===== config.mk =====
export PLATFORM = sky130hd
export DESIGN_NAME = dm_arbiter
export DESIGN_NICKNAME = d
export VERILOG_FILES = /design/src/rtl/dm_arb_pkg.sv /design/src/rtl/dm_arb_starve_ctr.sv /design/src/rtl/dm_arbiter.sv
export SDC_FILE = /design/constraint.sdc
export NUM_CORES = 1
export LEC_CHECK = 0
export ABC_AREA = 1
export CORE_AREA = 2 2 100 102
export DETAILED_ROUTE_END_ITERATION = 12
export DIE_AREA = 0 0 102 104
export PLACE_DENSITY = 0.83
export SYNTH_ARGS = -nofsm -noshare
export SYNTH_HDL_FRONTEND = slang
export SYNTH_SLANG_ARGS = --single-unit

===== constraint.sdc =====
create_clock -name clk -period 3.1 [get_ports clk]
set_input_delay 0.62 -clock clk [delete_from_list [all_inputs] [get_ports clk]]
set_output_delay 0.62 -clock clk [all_outputs]
set_load 0.005 [all_outputs]

===== src/rtl/dm_arb_pkg.sv =====
// Shared constants and types for the data-memory arbiter between the MEM stage and the burst DMA port.
// The optional anti-starvation logic is enabled with the DM_ARB_STARVE_EN macro.
package dm_arb_pkg;

   localparam logic [0:0] ST_IDLE  = 1'b0;
   localparam logic [0:0] ST_BURST = 1'b1;

   localparam int ADDR_W_DEF       = 10;
   localparam int LEN_W            = 5;
   localparam int STARVE_LIMIT_DEF = 4;
   localparam int STARVE_W         = 4;

   typedef logic [0:0]       arb_state_t;
   typedef logic [LEN_W-1:0] beat_cnt_t;

   function automatic logic is_last_beat(input beat_cnt_t idx, input beat_cnt_t len);
      return idx == (len - beat_cnt_t'(1));
   endfunction

endpackage


===== src/rtl/dm_arb_starve_ctr.sv =====
// Saturating count of DMA cycles lost to the CPU; raises forced once the limit is reached.
// Only instantiated when DM_ARB_STARVE_EN is defined.
module dm_arb_starve_ctr
   import dm_arb_pkg::*;
#(
   parameter int LIMIT = STARVE_LIMIT_DEF
)(
   input  logic clk,
   input  logic reset,
   input  logic clr,
   input  logic inc,
   output logic forced
);

   logic [STARVE_W-1:0] cnt;

   function automatic logic [STARVE_W-1:0] sat_inc(input logic [STARVE_W-1:0] v);
      return (v >= STARVE_W'(LIMIT)) ? STARVE_W'(LIMIT) : v + STARVE_W'(1);
   endfunction

   always_ff @(posedge clk) begin
      if (reset)
         cnt <= '0;
      else if (clr)
         cnt <= '0;
      else if (inc)
         cnt <= sat_inc(cnt);
   end

   assign forced = (cnt == STARVE_W'(LIMIT));

endmodule


===== src/rtl/dm_arbiter.sv =====
// Arbitrates the single-ported data memory between the MEM stage and a burst DMA engine.
// DM_ARB_STARVE_EN adds a forced DMA grant after STARVE_LIMIT lost cycles; otherwise the CPU has strict priority.
module dm_arbiter
   import dm_arb_pkg::*;
#(
   parameter int ADDR_W       = ADDR_W_DEF,
   parameter int STARVE_LIMIT = STARVE_LIMIT_DEF
)(
   input  logic              clk,
   input  logic              reset,
   input  logic              cpu_mem_en,
   input  logic              cpu_we,
   input  logic [31:0]       cpu_addr,
   input  logic [31:0]       cpu_wdata,
   output logic [31:0]       cpu_rdata,
   output logic              cpu_stall,
   input  logic              dma_req,
   input  logic              dma_we,
   input  logic [ADDR_W-1:0] dma_addr,
   input  logic [LEN_W-1:0]  dma_len,
   output logic              dma_ack,
   output logic              dma_busy,
   output logic              dma_beat,
   input  logic [31:0]       dma_wdata,
   output logic [31:0]       dma_rdata,
   output logic              dma_done,
   output logic [ADDR_W-1:0] dm_addr,
   output logic [31:0]       dm_din,
   output logic              dm_we,
   input  logic [31:0]       dm_dout
);

   arb_state_t        state;
   logic [ADDR_W-1:0] base;
   beat_cnt_t         len_q;
   logic              we_q;
   beat_cnt_t         idx;

   logic              in_burst;
   logic              accept;
   logic              forced;
   logic              dma_win;
   logic              last_beat;
   logic [ADDR_W-1:0] beat_addr;
   logic [ADDR_W-1:0] cpu_word;
   logic              unused_cpu_addr;

   assign cpu_word        = cpu_addr[ADDR_W+1:2];
   assign unused_cpu_addr = ^{cpu_addr[31:ADDR_W+2], cpu_addr[1:0]};

   // Reset gates every combinational handshake and the memory write strobe.
   assign in_burst  = (state == ST_BURST) & ~reset;
   assign accept    = (state == ST_IDLE) & ~reset & dma_req & (dma_len != '0);
   assign dma_win   = in_burst & (~cpu_mem_en | forced);
   assign last_beat = is_last_beat(idx, len_q);
   assign beat_addr = base + ADDR_W'(idx);

`ifdef DM_ARB_STARVE_EN
   logic cpu_win;

   assign cpu_win = in_burst & cpu_mem_en & ~forced;

   dm_arb_starve_ctr #(
      .LIMIT (STARVE_LIMIT)
   ) u_starve_ctr (
      .clk    (clk),
      .reset  (reset),
      .clr    (accept | dma_win),
      .inc    (cpu_win),
      .forced (forced)
   );

   assign cpu_stall = dma_win & cpu_mem_en;
`else
   assign forced    = 1'b0;
   assign cpu_stall = 1'b0;
`endif

   assign dma_ack   = accept;
   assign dma_busy  = (state == ST_BURST);
   assign dma_beat  = dma_win;
   assign dma_done  = dma_win & last_beat;

   // A DMA win takes the whole port; a stalled CPU access is simply dropped.
   assign dm_addr   = dma_win ? beat_addr : cpu_word;
   assign dm_din    = dma_win ? dma_wdata : cpu_wdata;
   assign dm_we     = ~reset & (dma_win ? we_q : (cpu_mem_en & cpu_we));
   assign cpu_rdata = dm_dout;
   assign dma_rdata = dm_dout;

   always_ff @(posedge clk) begin
      if (reset) begin
         state <= ST_IDLE;
         idx   <= '0;
      end else if (accept) begin
         state <= ST_BURST;
         idx   <= '0;
      end else if (dma_win) begin
         idx <= idx + beat_cnt_t'(1);
         if (last_beat)
            state <= ST_IDLE;
      end
   end

   // Burst descriptor is data, captured only on acceptance.
   always_ff @(posedge clk) begin
      if (accept) begin
         base  <= dma_addr;
         len_q <= dma_len;
         we_q  <= dma_we;
      end
   end

endmodule


==> results.md, run 1 <==
- RR Endpoint: idx[3]
- Crit path depth: 7
- Clk pwr share: between 20% and 30%
- Layout area overhead: 49.0%
- R2R Path Start: dma_busy
- Grt ovf: 0
- Unrepaired setup endpoints after global routing: no
- Final #Nets: approximately 610
- Post-route worst setup slack: between 0.1 and 0.15 ns
- Largest net degree at the start of global routing: 37
- All-layer global routing usage: 14.1%
- Layout Utilization: ~38%
- First DRT Iteration DRCs: 67
- Pwr Density: 250 nW/um2
- Cell Chain, Critical Path: clkdlybuf4s50_1 > nor3_4 > buf_6 > buf_12 > nand2_1 > nand2_1 > clkdlybuf4s50_1
- Share of layout cells above drive strength 1: roughly 3.9%
- Via count: 2519
- Main synth FF type: edfxtp_1
- Slew Limit Fails: 0
- Syn Inst Count: approximately 380
- Final period util: just under 100%
- Critical path launch point: reset
- Multi-input gate area: ~1100 um2
- # DRC: 0
- Max Root-Sink Buffers: 2
- IR drop worst, VDD: roughly 0.28 mV
- Buf+Inv Stages, Crit Path: 4
- Synth top area share: approximately 28%
- Worst skew pair latency: 0.28 ns
- Row cnt: 36
- I/O pins: 261
- Synthesized area: ~2400 um2
- Vias in the first global route: about 2500
- Max-Cap Viols: 0
- Top cells by area, synth: nand2_1, buf_4, edfxtp_1
- Num CTS Buffers: 3
- Fmax: 0.334 GHz
- Pre-CTS setup slack: -0.0118 ns
- Biggest cell delay along the critical path: a little over 0.5 ns
- Syn_area_per_cell: about 6.4 um2
- Critical path class: input port to output port
- First-pass GRT wire length: 11900 um
- Core area: around 9500 um2
- WP data required: 2.48 ns
- # setup viols final: 0
- Sequential share of the synthesized area: between 20% and 30%
- CP Max Fanout: 19
- Gp weighted congestion: 0.812
- ANT cells: 0
- Worst setup path end: dm_din[22]
- Net Sw Frac: between 20 and 30%
- Gate power share: approximately 39%
- Hold/Removal Path Class: register to register
- Reg power frac: a little under two fifths
- Die Y: between 100 and 150 um
- Async SR Flop Fraction: 0%
- CTS root buffer: clkbuf_8
- Clock Sinks: 22
- Fill cells: between 900 and 1000
- Die area: about 11000 um2
- Post-route cell area: 3590 um2
- Syn nets: between 500 and 600
- Switch Pwr: 230 uW
- Pleak: about 0.0016 uW
- CTS tree: done
- I/O Buffers: between 100 and 150
- Vias per cell: around 4.3
- Final Hold Viols: 0
- CTS clk-pin slew, worst paths: 0.07 ns
- Initial Util: between 20% and 30%
- Synth unique cells: 29
- Post-CTS Hold Buffers: 0
- Non-Filler Instances: approximately 590
- Placed cell count: approximately 580
- Cell taking the most area after synthesis: nand2_1
- Status: finished clean
- Detailed Route WL: 8090 um
- CP Capture Type: output port
- CTS H-tree depth: 1
- Antenna Nets Post-Route: 0
- Worst reg2reg setup slack: about 1.6 ns
- WL/cell: ~14 um
- Synth Warn #: 0
- Drt pass-1 iters: 4
- Fin crit period: roughly 3 ns
- DP Area: around 3500 um2
- Worst Reg-to-Reg Cells: 7
- Hpwl dp: between 6000 and 7000 um
- Crit path arrival time: 2.37 ns
- Initial antenna violation count: 0
- Crit-path slowest cell: clkdlybuf4s50_1
- Post-synth EDFFs: 16
- Register Area: between 600 and 700 um2
- Synthesized flop and latch total: 22
- Skew final: ~0.0081 ns
- Die X: between 100 and 150 um
- CP Launch Type: input port
- Pint: roughly 670 uW
- Critical path's top delay family: buffers and inverters
-- power groups by stage --
stage | sequential [uW] | combinational, uW | clock (uW)
final | 338 | 347 | 213
after global routing | 340 | 377 | 228
after CTS | 338 | 348 | 215
after detailed placement | 344 | 345 | 0
after global placement | 344 | 338 | 0
after floorplan | 342 | 172 | 0
-- worst reg2reg max path, delay by kind of cell (launching register included) --
| kind | cells | cell delay, ns |
|---|---|---|
| AOI/OAI and AO/OA | 1 | 0.12 |
| DFF | 1 | 0.34 |
| and+or+nand+nor | 3 | 0.60 |
| buffers and inverters | 3 | 0.41 |
-- metal layers --
layer  up-vias  track usage (%)  wire (um)
met5         -                0          0
met4         0             4.00        129
met3        17             3.83        869
met2       164             27.4       4260
met1      1078             14.1       2830
li1       1260                -          -
-- stage by stage --
step / power [uW] / TNS (ns) / hold WS [ns]
floorplan: 514 / 0 / 0.483
global placement: 682 / 0 / 0.523
detailed placement: 689 / -0.0118 / 0.539
CTS: 901 / 0 / 0.555
global route: 944 / 0 / 0.580
finish: 898 / 0 / 0.555
-- cell usage in the layout (no fill, tap or decap), drive strengths merged --
cell	count
nand2	183
clkdlybuf4s50	140
inv	30
nand3	19
edfxtp	16
nor2	13
buf	9
ha	7
a21oi	7
dfxtp	6
nand4	5
clkbuf	4
o21ai	4
nor3	3
xor2	2
nand3b	1
nand2b	1
xnor2	1
a32o	1
or2	1
fa	1
conb	1
dlymetal6s2s	1
-- flip-flops by register name, summed over array words and instances (netlist names) --
signal / cells
idx: 5
dma_busy: 1
len_q: 5
base: 10
we_q: 1
-- worst min path at each step --
stage           start  endpoint  slack, ns  cells after the start
3_5_place_dp   idx[3]    idx[3]       0.54                      2
2_1_floorplan  idx[4]    idx[4]       0.48                      2
4_1_cts        idx[4]    idx[4]       0.56                      2
3_3_place_gp   idx[4]    idx[4]       0.52                      2
6_report       idx[3]    idx[3]       0.55                      2
5_1_grt        idx[3]    idx[3]       0.58                      2
-- kinds of logic (layout without fill, tap and decap cells) --
group | after synthesis | count (layout) | synth area share (%)
AND/OR/NAND/NOR | 226 | 226 | 38.0
buffers and inverters | 104 | 184 | 28.4
flip-flops | 22 | 22 | 24.9
AO/OA/AOI/OAI | 12 | 12 | 2.86
adder cells (fa/ha/maj) | 8 | 8 | 4.47
XOR/XNOR | 3 | 3 | 1.09
other | 1 | 1 | 0.156
-- layout make-up --
cell class              instances  share of cell area, %
flip-flops and latches         22                   16.7
clock buffers                   4                   1.54
inverters                      30                   3.14
well taps                     133                   4.64
repair buffers                150                   42.6
multi-input cells             250                   31.4
-- cell usage after synthesis, drive strengths merged, types with 2 or more instances --
| cell | number |
|---|---|
| nand2 | 183 |
| buf | 73 |
| inv | 30 |
| nand3 | 19 |
| edfxtp | 16 |
| nor2 | 13 |
| a21oi | 7 |
| ha | 7 |
| dfxtp | 6 |
| nand4 | 5 |
| o21ai | 4 |
| nor3 | 3 |
| xor2 | 2 |
-- repair_timing --
item / in CTS / in global routing
buffers inserted: 0 / 2
resized for setup: 0 / 5
endpoints found under the setup margin: 2 / 25
pin swaps: 1 / 1
Note: power is estimated with default switching activity, not from simulation.
==> run 2, diff against run 1 <==
--- a/config.mk
+++ b/config.mk
@@ -10,6 +10,7 @@
 export DETAILED_ROUTE_END_ITERATION = 12
 export DIE_AREA = 0 0 102 104
 export PLACE_DENSITY = 0.83
+export REMOVE_ABC_BUFFERS = 1
 export SYNTH_ARGS = -nofsm -noshare
 export SYNTH_HDL_FRONTEND = slang
 export SYNTH_SLANG_ARGS = --single-unit
==> run 2 against run 1 <==
Die area is the same. Flip-flop and latch count did not move. Maximum frequency grew 0.30%. Global-route usage grew 9.1 points. Combinational power down 1%. Critical endpoint is now dm_addr[2]. Total power rose by 6.0%. Cell count rose by 0.68%. Highest routed layer is now met5.
==> results.md, run 2 (synthesized netlist as in run 1, its figures left out) <==
- Status: finished clean
- CP dominant cell by count: clkdlybuf4s50_1
- Setup_tns: 0 ns
- CTS H-tree depth: 1
- Initial Util: 25.2%
- Skew final: around 0.0035 ns
- Pwr Density: 265 nW/um2
- Detailed Route WL: 12800 um
- Grt ovf: 0
- Share of layout cells above drive strength 1: just under 4%
- I/O pins: between 200 and 300
- Layout area overhead: 49.3%
- WP data required: between 2 and 2.5 ns
- Switch Pwr: approximately 230 uW
- CP Launch Type: input port
- WL/cell: ~22 um
- Gate power share: a little over a third
- Post-CTS Hold Buffers: 0
- Crit-path slowest cell: clkdlybuf4s50_1
- Critical path's top delay family: buffers and inverters
- Hold/Removal Path Class: register to register
- CTS root buffer: clkbuf_8
- Die Y: around 100 um
- Hpwl dp: about 12000 um
- Vias in the first global route: between 2000 and 2500
- First DRT Iteration DRCs: 96
- CTS tree: done
- Critical path class: input port to output port
- Most frequent cells in the layout: nand2_1, clkdlybuf4s50_1, inv_1
- Fin crit period: 2.99 ns
- Vias per cell: 4.38
- Biggest register: base
- Biggest regs: base x10, idx x5, len_q x5
- Row cnt: 36
- Die area: about 11000 um2
- Postcts setup bufs: 0
- # DRC: 0
- # setup viols final: 0
- Pleak: approximately 0.0016 uW
- Final Hold Viols: 0
- Final #Nets: between 600 and 700
- Pint: roughly 730 uW
- Crit path arrival time: between 2 and 2.5 ns
- Core area: about 9500 um2
- Num CTS Buffers: 3
- Unrepaired setup endpoints after global routing: no
- Max-Cap Viols: 0
- CTS clk-pin slew, worst paths: around 0.080 ns
- Max Root-Sink Buffers: 2
- IR drop worst, VDD: 0.139 mV
- Max reg flops: 10
- First-pass GRT wire length: 17000 um
- Worst skew pair latency: 0.26 ns
- Biggest cell delay along the critical path: 0.52 ns
- All-layer global routing usage: 23.2%
- Largest net degree at the start of global routing: 29
- Fill cells: ~1000
- Placed cell count: around 600
- CP Max Fanout: 28
- Gp weighted congestion: approximately 0.90
- Cell Chain, Critical Path: clkdlybuf4s50_1 > nor3_4 > buf_4 > inv_2 > buf_12 > o21ai_1 > clkdlybuf4s50_1
- Antenna Nets Post-Route: 0
- Clk pwr share: between 20 and 30%
- Overall power: ~950 uW
- Die X: about 100 um
- Final period util: 96.3%
- I/O Buffers: ~140
- Initial antenna violation count: 9
- Slew Limit Fails: 0
- Net Sw Frac: a little under a quarter
- CP Capture Type: output port
- Buf+Inv Stages, Crit Path: 5
- Fmax: 0.335 GHz
- Reg power frac: 35.5%
- Clock Sinks: 22
- Most common cell after layout, fill and taps aside: nand2_1
- Non-Filler Instances: a little under 600
- Drt pass-1 iters: 4
- Via count: 2600
## run 2: cell count changes in the layout (fill, tap and decap cells not counted), sizes merged
cell / before / now
diode: 0 / 5
dlymetal6s2s: 1 / 0
buf: 9 / 8
bufinv: 0 / 1
clkdlybuf4s50: 140 / 141
clkbuf: 4 / 3
## run 2: what timing repair did
item | in CTS | in global routing
resized for setup | 1 | 3
pin swaps | 0 | 1
cloned | 0 | 0
setup endpoints to repair | 1 | 4
## run 2: path summary, 6_finish.rpt
path	start	to	slack (ns)	depth (start not counted)
min reg2reg	idx[4]	idx[4]	0.52	2
min	idx[4]	idx[4]	0.52	2
max reg2reg	dma_busy	idx[2]	1.68	8
max	cpu_mem_en	dm_addr[2]	0.11	7
## run 2: layout make-up
| class | instances | area [um2] | share of cell area [%] |
|---|---|---|---|
| Multi-Input combinational cell | 250 | 1130 | 31.4 |
| Tap cell | 133 | 166 | 4.63 |
| Clock inverter | 1 | 30.0 | 0.835 |
| Inverter | 30 | 113 | 3.13 |
| Sequential cell | 22 | 601 | 16.7 |
| Clock buffer | 3 | 41.3 | 1.15 |
| Antenna cell | 5 | 12.5 | 0.348 |
| Timing Repair Buffer | 149 | 1500 | 41.8 |
## run 2: worst reg2reg max path: cells and delay by family, from the launching register on
family                 cells  cell delay, ns
flip-flops                 1            0.34
XOR/XNOR                   1            0.14
AND/OR/NAND/NOR            3            0.34
buffers and inverters      4            0.50
## run 2: power groups by stage
stage               sequential, uW  combinational, uW  clock (uW)
floorplan                      342               95.3           0
global placement               344                338           0
detailed placement             344                344           0
CTS                            338                346         279
global route                   339                374         291
finish                         338                343         271
## run 2: through the flow
stage               hold slack, ns  utilization, %  instance area (um2)  worst slack [ns]
detailed placement           0.516            36.6                 3500           0.00459
global route                 0.585            37.5                 3580           0.00354
finish                       0.521            37.6                 3590             0.115
floorplan                    0.483               -                 1840            0.0505
CTS                          0.529            37.4                 3570            0.0241
global placement             0.513            36.6                 3500            0.0339
## run 2: metal layers
layer	track usage [%]	vias up	share of wire, %
met5	7.18	-	0.93
met4	9.24	12	4.7
met3	24.4	35	22
met2	34.8	219	42
met1	19.5	1068	30
li1	-	1266	-
